<file path="src/rtl/mii_pkg.sv">
// Shared definitions for the MII/GMII receive framer.
//   state_t      : framer FSM states
//   PRE_*/SFD_*  : preamble and start-of-frame delimiter patterns
//   ERR_*        : bit positions within the err output
package mii_pkg;

  typedef enum logic [1:0] {
    IDLE,
    PREAMBLE,
    DATA,
    DROP
  } state_t;

  localparam logic [3:0] PRE_NIB  = 4'h5;
  localparam logic [3:0] SFD_NIB  = 4'hD;
  localparam logic [7:0] PRE_BYTE = 8'h55;
  localparam logic [7:0] SFD_BYTE = 8'hD5;

  localparam int ERR_RXER = 0;
  localparam int ERR_ODD  = 1;
  localparam int ERR_LEN  = 2;

endpackage

</file>
<file path="src/rtl/mii_byte_assembler.sv">
// Byte assembler for the receive path.
// IN_W=4 pairs nibbles (low nibble first) into bytes; IN_W=8 passes bytes through.
// Ports:
//   mii_clk, reset_n : clock, synchronous active-low reset
//   en               : sample valid
//   d                : input nibble/byte
//   clear            : forces phase back to the low nibble (overrides en)
//   byte_data        : assembled byte (combinational, valid with byte_vld)
//   byte_vld         : byte_data completes on this sample
//   phase            : 1 when a low nibble is held awaiting its high nibble
module mii_byte_assembler #(
  parameter int IN_W = 4
) (
  input  logic            mii_clk,
  input  logic            reset_n,
  input  logic            en,
  input  logic [IN_W-1:0] d,
  input  logic            clear,
  output logic [7:0]      byte_data,
  output logic            byte_vld,
  output logic            phase
);

  // In byte mode phase never leaves 0, so a frame can never end "odd".
  always_ff @(posedge mii_clk) begin
    if (!reset_n || clear) begin
      phase <= 1'b0;
    end else if (en) begin
      phase <= (IN_W == 4) ? ~phase : 1'b0;
    end
  end

  generate
    if (IN_W == 4) begin : g_nibble
      logic [3:0] low_nib;

      always_ff @(posedge mii_clk) begin
        if (!reset_n) begin
          low_nib <= '0;
        end else if (en && !phase) begin
          low_nib <= d;
        end
      end

      always_comb begin
        byte_data = {d, low_nib};
        byte_vld  = en && phase && !clear;
      end
    end else begin : g_byte
      always_comb begin
        byte_data = d;
        byte_vld  = en && !clear;
      end
    end
  endgenerate

endmodule

</file>
<file path="src/rtl/mii_rx_framer.sv">
// Receive framer for MII (IN_W=4) / GMII (IN_W=8).
// Strips preamble/SFD, emits payload bytes with sof, and reports length and
// error status with a one-cycle eof pulse after the frame ends.
// Ports:
//   mii_clk, reset_n : receive clock, synchronous active-low reset
//   mii_en, mii_er   : RX_DV, RX_ER
//   mii_d            : receive nibble/byte
//   q, rdy, sof      : payload byte, byte strobe, first-byte marker
//   eof, len, err    : frame-end pulse; len/err valid at eof, held until next sof
module mii_rx_framer
  import mii_pkg::*;
#(
  parameter int IN_W    = 4,
  parameter int MIN_LEN = 64,
  parameter int MAX_LEN = 1518,
  parameter int LEN_W   = 11
) (
  input  logic             mii_clk,
  input  logic             reset_n,
  input  logic             mii_en,
  input  logic             mii_er,
  input  logic [IN_W-1:0]  mii_d,
  output logic [7:0]       q,
  output logic             rdy,
  output logic             sof,
  output logic             eof,
  output logic [LEN_W-1:0] len,
  output logic [2:0]       err
);

  localparam logic [LEN_W-1:0] MIN_L = LEN_W'(MIN_LEN);
  localparam logic [LEN_W-1:0] MAX_L = LEN_W'(MAX_LEN);

  state_t state, state_nxt;

  logic [7:0]       d8;
  logic             is_pre, is_sfd;
  logic             asm_en, asm_clear, asm_vld, asm_phase;
  logic [7:0]       asm_byte;
  logic [LEN_W-1:0] cnt;
  logic             rxer_seen, ovf_seen;
  logic [2:0]       err_nxt;

  // Preamble classification of the current sample. Being in PREAMBLE already
  // implies at least one preamble nibble was seen, which qualifies SFD_NIB.
  always_comb begin
    d8 = 8'(mii_d);
    if (IN_W == 4) begin
      is_pre = (d8 == 8'(PRE_NIB));
      is_sfd = (d8 == 8'(SFD_NIB)) && (state == PREAMBLE);
    end else begin
      is_pre = (d8 == PRE_BYTE);
      is_sfd = (d8 == SFD_BYTE);
    end
  end

  always_ff @(posedge mii_clk) begin
    if (!reset_n) begin
      state <= IDLE;
    end else begin
      state <= state_nxt;
    end
  end

  always_comb begin
    state_nxt = state;
    unique case (state)
      IDLE, PREAMBLE: begin
        if (!mii_en)     state_nxt = IDLE;
        else if (is_pre) state_nxt = PREAMBLE;
        else if (is_sfd) state_nxt = DATA;
        else             state_nxt = DROP;
      end
      DATA, DROP: begin
        if (!mii_en) state_nxt = IDLE;
      end
      default: state_nxt = IDLE;
    endcase
  end

  always_comb begin
    asm_en    = mii_en && (state == DATA);
    asm_clear = (state != DATA);
  end

  mii_byte_assembler #(
    .IN_W(IN_W)
  ) u_asm (
    .mii_clk  (mii_clk),
    .reset_n  (reset_n),
    .en       (asm_en),
    .d        (mii_d),
    .clear    (asm_clear),
    .byte_data(asm_byte),
    .byte_vld (asm_vld),
    .phase    (asm_phase)
  );

  always_comb begin
    err_nxt           = '0;
    err_nxt[ERR_RXER] = rxer_seen;
    err_nxt[ERR_ODD]  = asm_phase;
    err_nxt[ERR_LEN]  = ovf_seen || (cnt < MIN_L);
  end

  always_ff @(posedge mii_clk) begin
    if (!reset_n) begin
      q         <= '0;
      rdy       <= 1'b0;
      sof       <= 1'b0;
      eof       <= 1'b0;
      len       <= '0;
      err       <= '0;
      cnt       <= '0;
      rxer_seen <= 1'b0;
      ovf_seen  <= 1'b0;
    end else begin
      rdy <= 1'b0;
      sof <= 1'b0;
      eof <= 1'b0;
      if (state != DATA) begin
        cnt       <= '0;
        rxer_seen <= 1'b0;
        ovf_seen  <= 1'b0;
      end else if (mii_en) begin
        if (mii_er) rxer_seen <= 1'b1;
        if (asm_vld) begin
          if (cnt < MAX_L) begin
            q   <= asm_byte;
            rdy <= 1'b1;
            cnt <= cnt + LEN_W'(1);
            if (cnt == '0) begin
              sof <= 1'b1;
              len <= '0;
              err <= '0;
            end
          end else begin
            ovf_seen <= 1'b1;
          end
        end
      end else if (cnt != '0) begin
        // A frame that ended before its first byte never raised sof, so it
        // gets no eof either.
        eof <= 1'b1;
        len <= cnt;
        err <= err_nxt;
      end
    end
  end

endmodule

</file>
<file path="config.mk">
export PLATFORM = sky130hd
export DESIGN_NAME = mii_rx_framer
export DESIGN_NICKNAME = d
export VERILOG_FILES = /design/src/rtl/mii_pkg.sv /design/src/rtl/mii_byte_assembler.sv /design/src/rtl/mii_rx_framer.sv
export SDC_FILE = /design/constraint.sdc
export NUM_CORES = 1
export LEC_CHECK = 0
export ABC_AREA = 0
export CELL_PAD_IN_SITES_DETAIL_PLACEMENT = 1
export CELL_PAD_IN_SITES_GLOBAL_PLACEMENT = 2
export CORE_MARGIN = 5
export CORE_UTILIZATION = 31
export DETAILED_ROUTE_END_ITERATION = 7
export HOLD_SLACK_MARGIN = 0.1
export PLACE_DENSITY = 0.76
export SLEW_MARGIN = 20
export SYNTH_ARGS = -nofsm -noshare
export SYNTH_HDL_FRONTEND = slang
export SYNTH_SLANG_ARGS = --single-unit
</file>
<file path="constraint.sdc">
create_clock -name mii_clk -period 2.02 [get_ports mii_clk]
set_input_delay 0.202 -clock mii_clk [delete_from_list [all_inputs] [get_ports mii_clk]]
set_output_delay 0.202 -clock mii_clk [all_outputs]
set_load 0.01 [all_outputs]
</file>
Yosys cells after proc, flatten, opt, wreduce, memory -nomap -nowiden
Index checks and enable logic that the tools add are counted.

cells by class
  add/sub/neg operators = 1
  multipliers = 0
  div/mod/pow operators = 0
  magnitude comparators = 2
  equality and inequality tests = 10
  shift-type cells = 0
  multiplexer cells = 18
  bitwise logic cells = 6
  reduce and logical (&&, ||, !) cells = 25

operator list
  cell                   number
  $mux 11                5
  $mux 3                 5
  $add 11x1->11 const B  1
  $logic_not 11->1       1
  $lt 11x11->1 const B   1
  $lt 11x7->1 const B    1
  $reduce_bool 11->1     1
  $mux 2                 3
  $ne 2x1->1 const B     3
  $not 1->1              6
  $reduce_and 3->1       2
  $reduce_or 2->1        3
  $logic_and 1x1->1      5
  $reduce_and 5->1       1
  $reduce_or 5->1        1
  $eq 2x2->1 const B     2
  $eq 4x3->1 const B     1
  $eq 4x4->1 const B     1
  $mux 1                 4
  $ne 2x2->1 const B     2
  $pmux 2 s2             1
  $reduce_and 4->1       1
  $reduce_or 4->1        1
  $logic_not 1->1        3
  other kinds (6)        7

storage, ports and cells
  flip-flop bits (word level) = 45
  latch bits = 0
  memory bits (writable) = 0
  ROM bits = 0
  output and inout port bits = 25
  memories = 0

Logic depth before layout (Yosys ltp)
Gate-level depths: netlist of run 1.

  depth in word-level cells = 6
  depth in mapped cells = 8
  depth with buffers taken out = 7

Hierarchy
Synthesis of run 1 repeated with hierarchy kept, for this count alone.

second synthesis, totals
  cells, all modules = 223
  area, all modules = 1945.6 um2

modules (own cells, without submodules)
  module              times used  cells each  area each (um2)  sequential area each (um2)
  mii_rx_framer       1           195         1705.4           800.8
  mii_byte_assembler  1           28          240.2            100.1

Least setup slack after synthesis of run 1
OpenSTA, ideal clock, no wires.

  path type = flip-flop to flip-flop
  start = register cnt[0]
  end = register err[0]
  setup time = 70 ps
  data arrival time = 1623 ps
  slack = 327 ps
  stages on the path, launching flop included = 9
  period minus slack after synthesis = 1693 ps
  cell sequence = dfxtp_1 inv_1 ha_1 nor4b_1 and4_1 or3_1 buf_2 inv_2 o2bb2ai_1

on the way
  word-level cells in the longest chain between the ends = 3
  elaborated cells on any way between the ends = 7
  classes of those cells = order compare (1); eq/ne (2); reduce/logical (4)

RTL lines
  item                                                              line                  source
  start: declaration                                                mii_rx_framer.sv:40   logic [LEN_W-1:0] cnt;
  start signal: assignment                                          mii_rx_framer.sv:131  cnt <= cnt + LEN_W'(1);
  $lt 11x11->1 (tied with other cells)                              mii_rx_framer.sv:128  if (cnt < MAX_L) begin
  $ne 2x1->1 (no source line) or $reduce_bool 2->1 (tied branches)  -
  $reduce_and 5->1 (no source line) (*)                             -
  end signal: assignment                                            mii_rx_framer.sv:146  err <= err_nxt;
  end: declaration                                                  mii_rx_framer.sv:28   output logic [2:0] err

Every way passes the cells marked *; elsewhere a longest branch is shown, timed or not.
A chain may end at the register's enable or synchronous reset.

Worst setup path after layout of run 1
  start = register cnt[0]
  end = register len[6]

on the way
  word-level cells in the longest chain between the ends = 3
  elaborated cells on any way between the ends = 7
  classes of those cells = order compare (1); eq/ne (2); reduce/logical (4)

RTL lines
  item                                                              line                  source
  $lt 11x11->1 (tied with other cells)                              mii_rx_framer.sv:128
  $ne 2x1->1 (no source line) or $reduce_bool 2->1 (tied branches)  -
  $reduce_and 5->1 (no source line) (*)                             -
  end signal: assignment                                            mii_rx_framer.sv:145  len <= cnt;
  end: declaration                                                  mii_rx_framer.sv:27   output logic [LEN_W-1:0] len,

Marks and branches as above.

==> impl_metrics.json, run 1 <==
{
  "status": "finished, final reports clean",
  "wl_per_cell_um": 14.9,
  "final_max_slew_viol_count": 0,
  "synth_area_sq_um": 1810,
  "finalCriticalPeriod_ns": 1.82,
  "vias_per_cell": 5.01,
  "layout.cells.non_filler": 315,
  "yosys_warnings": 0,
  "antenna_cells": 0,
  "cts-buffers-inserted": 5,
  "dieArea_sq_um": 7460,
  "fin_area_sq_um": 2400,
  "start_kind": "flop",
  "fin_skew_ns": 0.0116,
  "cts_root_buf": "clkbuf_8",
  "relSlewSlack_pct": 62.7,
  "finalCritPeriodShare_pct": 90.3,
  "hp-class": "flop to flop",
  "cts_setup_buffers": 0,
  "reg2regPathDepth": 7,
  "clock_path_buffers": 2,
  "p_per_area_nw_per_um2": 698,
  "fin_nets": 252,
  "die_y_um": 86.4,
  "grt_max_degree": 36,
  "setup_viol": 0,
  "cellLeakagePower_uw": 0.000840,
  "htreeDepth": 2,
  "avgSynthCellArea_sq_um": 9.09,
  "cp_max_fo": 8,
  "wirelength_mm": 4.69,
  "vias": 1577,
  "final_cell_mix": "dfxtp_1, nand2_1, clkdlybuf4s50_1, nand3_1, buf_4",
  "slowest_delay_ns": 0.40,
  "timing.fmax_ghz": 0.548,
  "die_width_um": 86.4,
  "rsz0062_at_grt": "false",
  "row_count": 27,
  "synth-seq-area-share_pct": 49.8,
  "hold_path.startpoint": "q[0]$_SDFFE_PN0P_",
  "critPathKind": "flop to flop",
  "cp.required_ns": 2.25,
  "reg2reg_slack_ns": 0.20,
  "ys_types": 40,
  "drt-initial-drc-count": 80,
  "ios": 33,
  "portBuffers": 32,
  "busiest_layer": "met2",
  "overflow": 0,
  "synth-edff-count": 0,
  "antenna_found_initial": 0,
  "reg2reg_from": "cnt[0]$_SDFFE_PP0P_",
  "hpwl_mm": 3.49,
  "globalRouteTotalUtil_pct": 13.2,
  "cp_slowest_cell": "or3_4",
  "synthArstFlopShare_pct": 0,
  "fin_tns_setup_ns": 0,
  "critPathArrivalTime_ns": 2.05,
  "use_met3_pct": 4.18,
  "worst_slew_pin_slew_ns": 0.555,
  "place.gp.congestion": 0.796,
  "syn_to_final_growth_pct": 32.6,
  "hold_depth": 2,
  "synth_ff_type": "dfxtp_1",
  "ant_nets": 0,
  "final_common_cell": "dfxtp_1",
  "grt_use_met1_pct": 16.9,
  "crit_buf_inv": 2,
  "grt_pass1_vias": 1449,
  "grt_first_pass_wirelength_mm": 7.62,
  "dr.pass1.iters": 2,
  "peakVddDrop_mv": 0.402,
  "clock_latency_ns": 0.31,
  "mappedNetlistNets": 209,
  "hold_viol_final": 0,
  "cts.clk_slew.worst_paths_ns": 0.08,
  "layout-drive-gt1-share_pct": 11.9,
  "num-fill-cells": 642,
  "start_util_pct": 32.4,
  "synthCells": 199,
  "ys_seq_elements": 45,
  "endpoint_kind": "flop",
  "cts_sinks": 45,
  "finalPower_uw": 1670,
  "final_util_pct": 43.0,
  "coreArea_sq_um": 5570,
  "dp_cells": 307,
  "whs_endpoint": "q[0]$_SDFFE_PN0P_",
  "cp_cell_sequence": "inv_1, ha_1, nor4b_1, and4_1, or3_4, inv_2, o2bb2ai_1",
  "placed_area_sq_um": 2280,
  "path_delay_family": "simple AND/OR/NAND/NOR gates",
  "maxCapViolations": 0,
  "grtUsageMet2_pct": 20.7,
  "cts_tree": "done",
  "reg2reg_to": "len[6]$_SDFFE_PN0P_",
  "drcViolationCount": 0
}
## report_power, final
group          switching [uW]  internal, uW  leakage, uW
logic                    32.9          27.7     0.000418
registers                4.61           892     0.000363
clock network             313           404    0.0000585
total                     350          1320     0.000840
## stage by stage
stage                     hold WS [ns]  setup slack [ns]
after floorplan                  0.309             0.327
after global placement           0.439            0.0288
after detailed placement         0.444            0.0279
after CTS                        0.455             0.177
after global routing             0.470            0.0491
final                            0.452             0.197
## what timing repair did
item / in CTS / in global routing
gates resized for setup: 1 / 0
hold buffers: 0 / 0
endpoints found under the setup margin: 1 / 0
## per-layer routing
metal / vias up / share of wire (%)
met5: - / 0
met4: 0 / 1.5
met3: 6 / 3.7
met2: 17 / 48
met1: 755 / 47
li1: 799 / -
## kinds of logic (layout without fill, tap and decap cells)
group | after synthesis | after routing | share of synthesized area (%)
buffers and inverters | 19 | 63 | 4.50
and+or+nand+nor | 83 | 83 | 23.4
adders and majority gates | 2 | 2 | 1.38
xor gates and xnor gates | 1 | 1 | 0.485
muxes | 4 | 4 | 2.21
AOI/OAI and AO/OA | 45 | 45 | 18.2
DFF | 45 | 45 | 49.8
## tightest hold or removal path, cell delays in order (launching register included)
cell and delay, ns:
dfxtp_1 0.32, nand3_1 0.06, nand2_1 0.04
## state kept, by name, summed over array words and instances, names as in the netlist
signal / cells
len: 11
rxer_seen: 1
cnt: 11
u_asm.g_nibble.low_nib: 4
sof: 1
err: 3
rdy: 1
eof: 1
state: 2
q: 8
ovf_seen: 1
u_asm.phase: 1
## cell usage after synthesis (2+ instances only)
cell | count | area share [%]
dfxtp_1 | 45 | 50
nand2_1 | 34 | 7.1
nand3_1 | 19 | 5.3
a21oi_1 | 13 | 3.6
inv_1 | 8 | 1.7
o22ai_1 | 7 | 2.4
o2bb2ai_1 | 7 | 3.4
nor2_1 | 6 | 1.2
clkbuf_1 | 5 | 1.0
nor2b_1 | 5 | 1.7
o21ai_0 | 5 | 1.4
or3_1 | 5 | 1.7
mux2i_1 | 4 | 2.2
a31oi_1 | 2 | 0.69
a41oi_1 | 2 | 0.97
and3_1 | 2 | 0.69
and4_1 | 2 | 0.97
buf_2 | 2 | 0.55
buf_4 | 2 | 0.83
ha_1 | 2 | 1.4
o31ai_1 | 2 | 0.83
or4_1 | 2 | 0.83
## how the worst max path moves through the flow
stage	depth (start not counted)	end	startpoint
floorplan	8	err[0]$_SDFFE_PN0P_	cnt[0]$_SDFFE_PP0P_
global placement	7	len[7]$_SDFFE_PN0P_	cnt[0]$_SDFFE_PP0P_
detailed placement	7	len[3]$_SDFFE_PN0P_	cnt[0]$_SDFFE_PP0P_
CTS	7	len[6]$_SDFFE_PN0P_	cnt[0]$_SDFFE_PP0P_
global route	7	len[6]$_SDFFE_PN0P_	cnt[0]$_SDFFE_PP0P_
finish	7	len[6]$_SDFFE_PN0P_	cnt[0]$_SDFFE_PP0P_
## layout make-up
cell class	instances	area, sq um	share of cell area (%)
inverters	9	33.8	1.41
multi-input cells	135	831	34.7
flip-flops and latches	45	901	37.6
clock buffers	7	86.3	3.60
clock inverters	1	30.0	1.25
well taps	72	90.1	3.76
repair buffers	46	425	17.7
Power figures use the tool's default switching activity.
==> inputs of run 2 (changes only) <==
- SLEW_MARGIN: 20 -> default
- SYNTH_HIERARCHICAL: default -> 1
==> run 2 against run 1 <==
  * Setup slack worse by 0.082 ns
  * Via count grew 4.1%
  * Largest power group unchanged
  * Fmax decreased by 4.3%
  * Count of clock-buffer cells in the layout shrank 1
  * Critical path type unchanged
  * Final cell count grew 7.9%
  * First-iteration DRC count fell by 41%
  * Area after synthesis is 7.6% higher
  * Largest cell class is now multi-input gates
  * Clock power shrank 19%
==> impl_metrics.json, run 2 <==
{
  "status": "finished, final reports clean",
  "ys_types": 40,
  "rsz0062_at_grt": "false",
  "crit_path_frequent_cell": "nand2_1",
  "top_layer_used": "met4",
  "path_delay_family": "simple AND/OR/NAND/NOR gates",
  "clock_path_buffers": 2,
  "final_cell_mix": "dfxtp_1, nand2_1, clkdlybuf4s50_1, buf_4, o21ai_0",
  "cts.clk_slew.worst_paths_ns": 0.09,
  "fin_nets": 275,
  "globalRouteTotalUtil_pct": 13.7,
  "critPathKind": "flop to flop",
  "syn_to_final_growth_pct": 30.1,
  "cp_max_fo": 4,
  "antenna_cells": 0,
  "setup_viol": 0,
  "overflow": 0,
  "grt_max_degree": 17,
  "avgSynthCellArea_sq_um": 8.72,
  "synth_ff_type": "dfxtp_1",
  "synth.area.top_cells": "dfxtp_1, nand2_1, o21ai_0",
  "timing.fmax_ghz": 0.525,
  "place.gp.congestion": 0.794,
  "slowest_delay_ns": 0.34,
  "peakVddDrop_mv": 0.211,
  "start_util_pct": 32.3,
  "yosys_warnings": 6,
  "hold_viol_final": 0,
  "crit_buf_inv": 0,
  "yosys.area.top_type": "dfxtp_1",
  "endpoint_kind": "flop",
  "layout-drive-gt1-share_pct": 13.2,
  "num-fill-cells": 732,
  "grt_pass1_vias": 1643,
  "wl_met2_mm": 2.25,
  "htreeDepth": 2,
  "antenna_found_initial": 0,
  "dr.pass1.iters": 4,
  "fin_skew_ns": 0.00541,
  "cts-buffers-inserted": 5,
  "cellLeakagePower_uw": 0.000865,
  "finalCritPeriodShare_pct": 94.3,
  "postCtsHoldBufs": 0,
  "cp_slowest_cell": "dfxtp_1",
  "dp_cells": 333,
  "synthArstFlopShare_pct": 0,
  "clock_latency_ns": 0.30,
  "drcViolationCount": 0,
  "vias": 1641,
  "dieArea_sq_um": 7960,
  "worst_slew_pin_slew_ns": 0.475,
  "critPathArrivalTime_ns": 2.10,
  "final_common_cell": "dfxtp_1",
  "p_per_area_nw_per_um2": 614,
  "layout.cells.non_filler": 340,
  "mappedNetlistNets": 233,
  "final_max_slew_viol_count": 0,
  "drt-initial-drc-count": 47,
  "finalCriticalPeriod_ns": 1.91,
  "synth_area_sq_um": 1950,
  "synthCells": 223,
  "ys_seq_elements": 45,
  "synth_commonest_cells": "dfxtp_1, nand2_1, o21ai_0, nand3_1, nor2_1",
  "largestRegisters": "cnt (11), len (11), q (8)",
  "start_kind": "flop",
  "coreArea_sq_um": 6030,
  "grt_first_pass_wirelength_mm": 8.37,
  "die_y_um": 89.2,
  "hp-class": "flop to flop",
  "portBuffers": 32,
  "wl_met1_mm": 2.46,
  "synth-edff-count": 0,
  "met3_length_um": 205,
  "die_width_um": 89.2,
  "cp_cell_sequence": "nor2b_2, and2_1, nand2_1, nor2_1, nand2_1, mux2_4, or2_4, a32o_1",
  "wl_per_cell_um": 14.7,
  "fin_tns_setup_ns": 0,
  "synth-seq-area-share_pct": 46.3,
  "hpwl_mm": 3.68,
  "cp.required_ns": 2.22,
  "yosysMostFrequentCell": "dfxtp_1",
  "ios": 33,
  "maxCapViolations": 0,
  "cts_tree": "done",
  "cts_setup_buffers": 0,
  "cts_sinks": 45,
  "synth_top_cell_area_share_pct": 46.3,
  "final_util_pct": 42.0,
  "relSlewSlack_pct": 68.4,
  "vias_per_cell": 4.83,
  "cts_root_buf": "clkbuf_8",
  "row_count": 28,
  "ant_nets": 0,
  "wirelength_mm": 4.99
}
-- run 2: kinds of logic (layout without fill, tap and decap cells) --
logic type	count (synthesis)	count (layout)	synth area share [%]
muxes	6	6	3.34
xor gates and xnor gates	7	7	3.15
DFF	45	45	46.3
adders and majority gates	2	2	1.29
buffers and inverters	24	66	5.60
and+or+nand+nor	84	84	21.7
AOI/OAI and AO/OA	55	55	18.6
-- run 2: layout make-up --
cell class	instances	area, sq um	area share, %
multi-input combinational	154	946	37.4
sequential	45	901	35.6
timing repair buffer	52	474	18.7
tap	75	93.8	3.71
clock buffer	6	82.6	3.26
inverter	7	26.3	1.04
clock inverter	1	7.51	0.297
-- run 2: power by group --
group | internal (uW) | leakage (uW) | total, uW | switching, uW
Sequential | 891 | 0.000363 | 894 | 3.00
Clock | 271 | 0.0000433 | 584 | 313
Combinational | 34.9 | 0.000459 | 76.3 | 41.4
Total | 1200 | 0.000865 | 1550 | 357
-- run 2: per-stage QoR --
stage | power [uW] | setup WS (ns) | instance area, sq um | hold slack (ns)
after CTS | 1580 | 0.109 | 2520 | 0.458
after global routing | 1630 | 0.00203 | 2530 | 0.477
after floorplan | 959 | 0.00600 | 1950 | 0.316
after global placement | 991 | 0.0503 | 2430 | 0.436
final | 1550 | 0.114 | 2530 | 0.453
after detailed placement | 992 | 0.0146 | 2430 | 0.446
-- run 2: worst paths after layout --
path                    startpoint  cells after the start                     to  slack [ns]
min reg2reg  ovf_seen$_SDFFE_PP0P_                      2  ovf_seen$_SDFFE_PP0P_        0.45
max reg2reg  state[1]$_SDFFE_PN0P_                      8    err[0]$_SDFFE_PN0P_        0.11
max          state[1]$_SDFFE_PN0P_                      8    err[0]$_SDFFE_PN0P_        0.11
min          ovf_seen$_SDFFE_PP0P_                      2  ovf_seen$_SDFFE_PP0P_        0.45
-- run 2: worst min-delay path: cells and delay by family (launching register included) --
kind            cells  cell delay (ns)
compound gates      1             0.05
flops               1             0.32
buf+inv             1             0.05
-- run 2: routing by layer --
metal / GRT usage, % / vias up
met4: 5.28 / 0
met5: 0 / -
met2: 21.4 / 25
met1: 18.5 / 758
met3: 3.04 / 7
li1: - / 851
-- run 2: repair_timing --
item / CTS / global route
endpoints found under the setup margin: 0 / 12
hold endpoints to repair: 0 / 0
resized for setup: 0 / 3
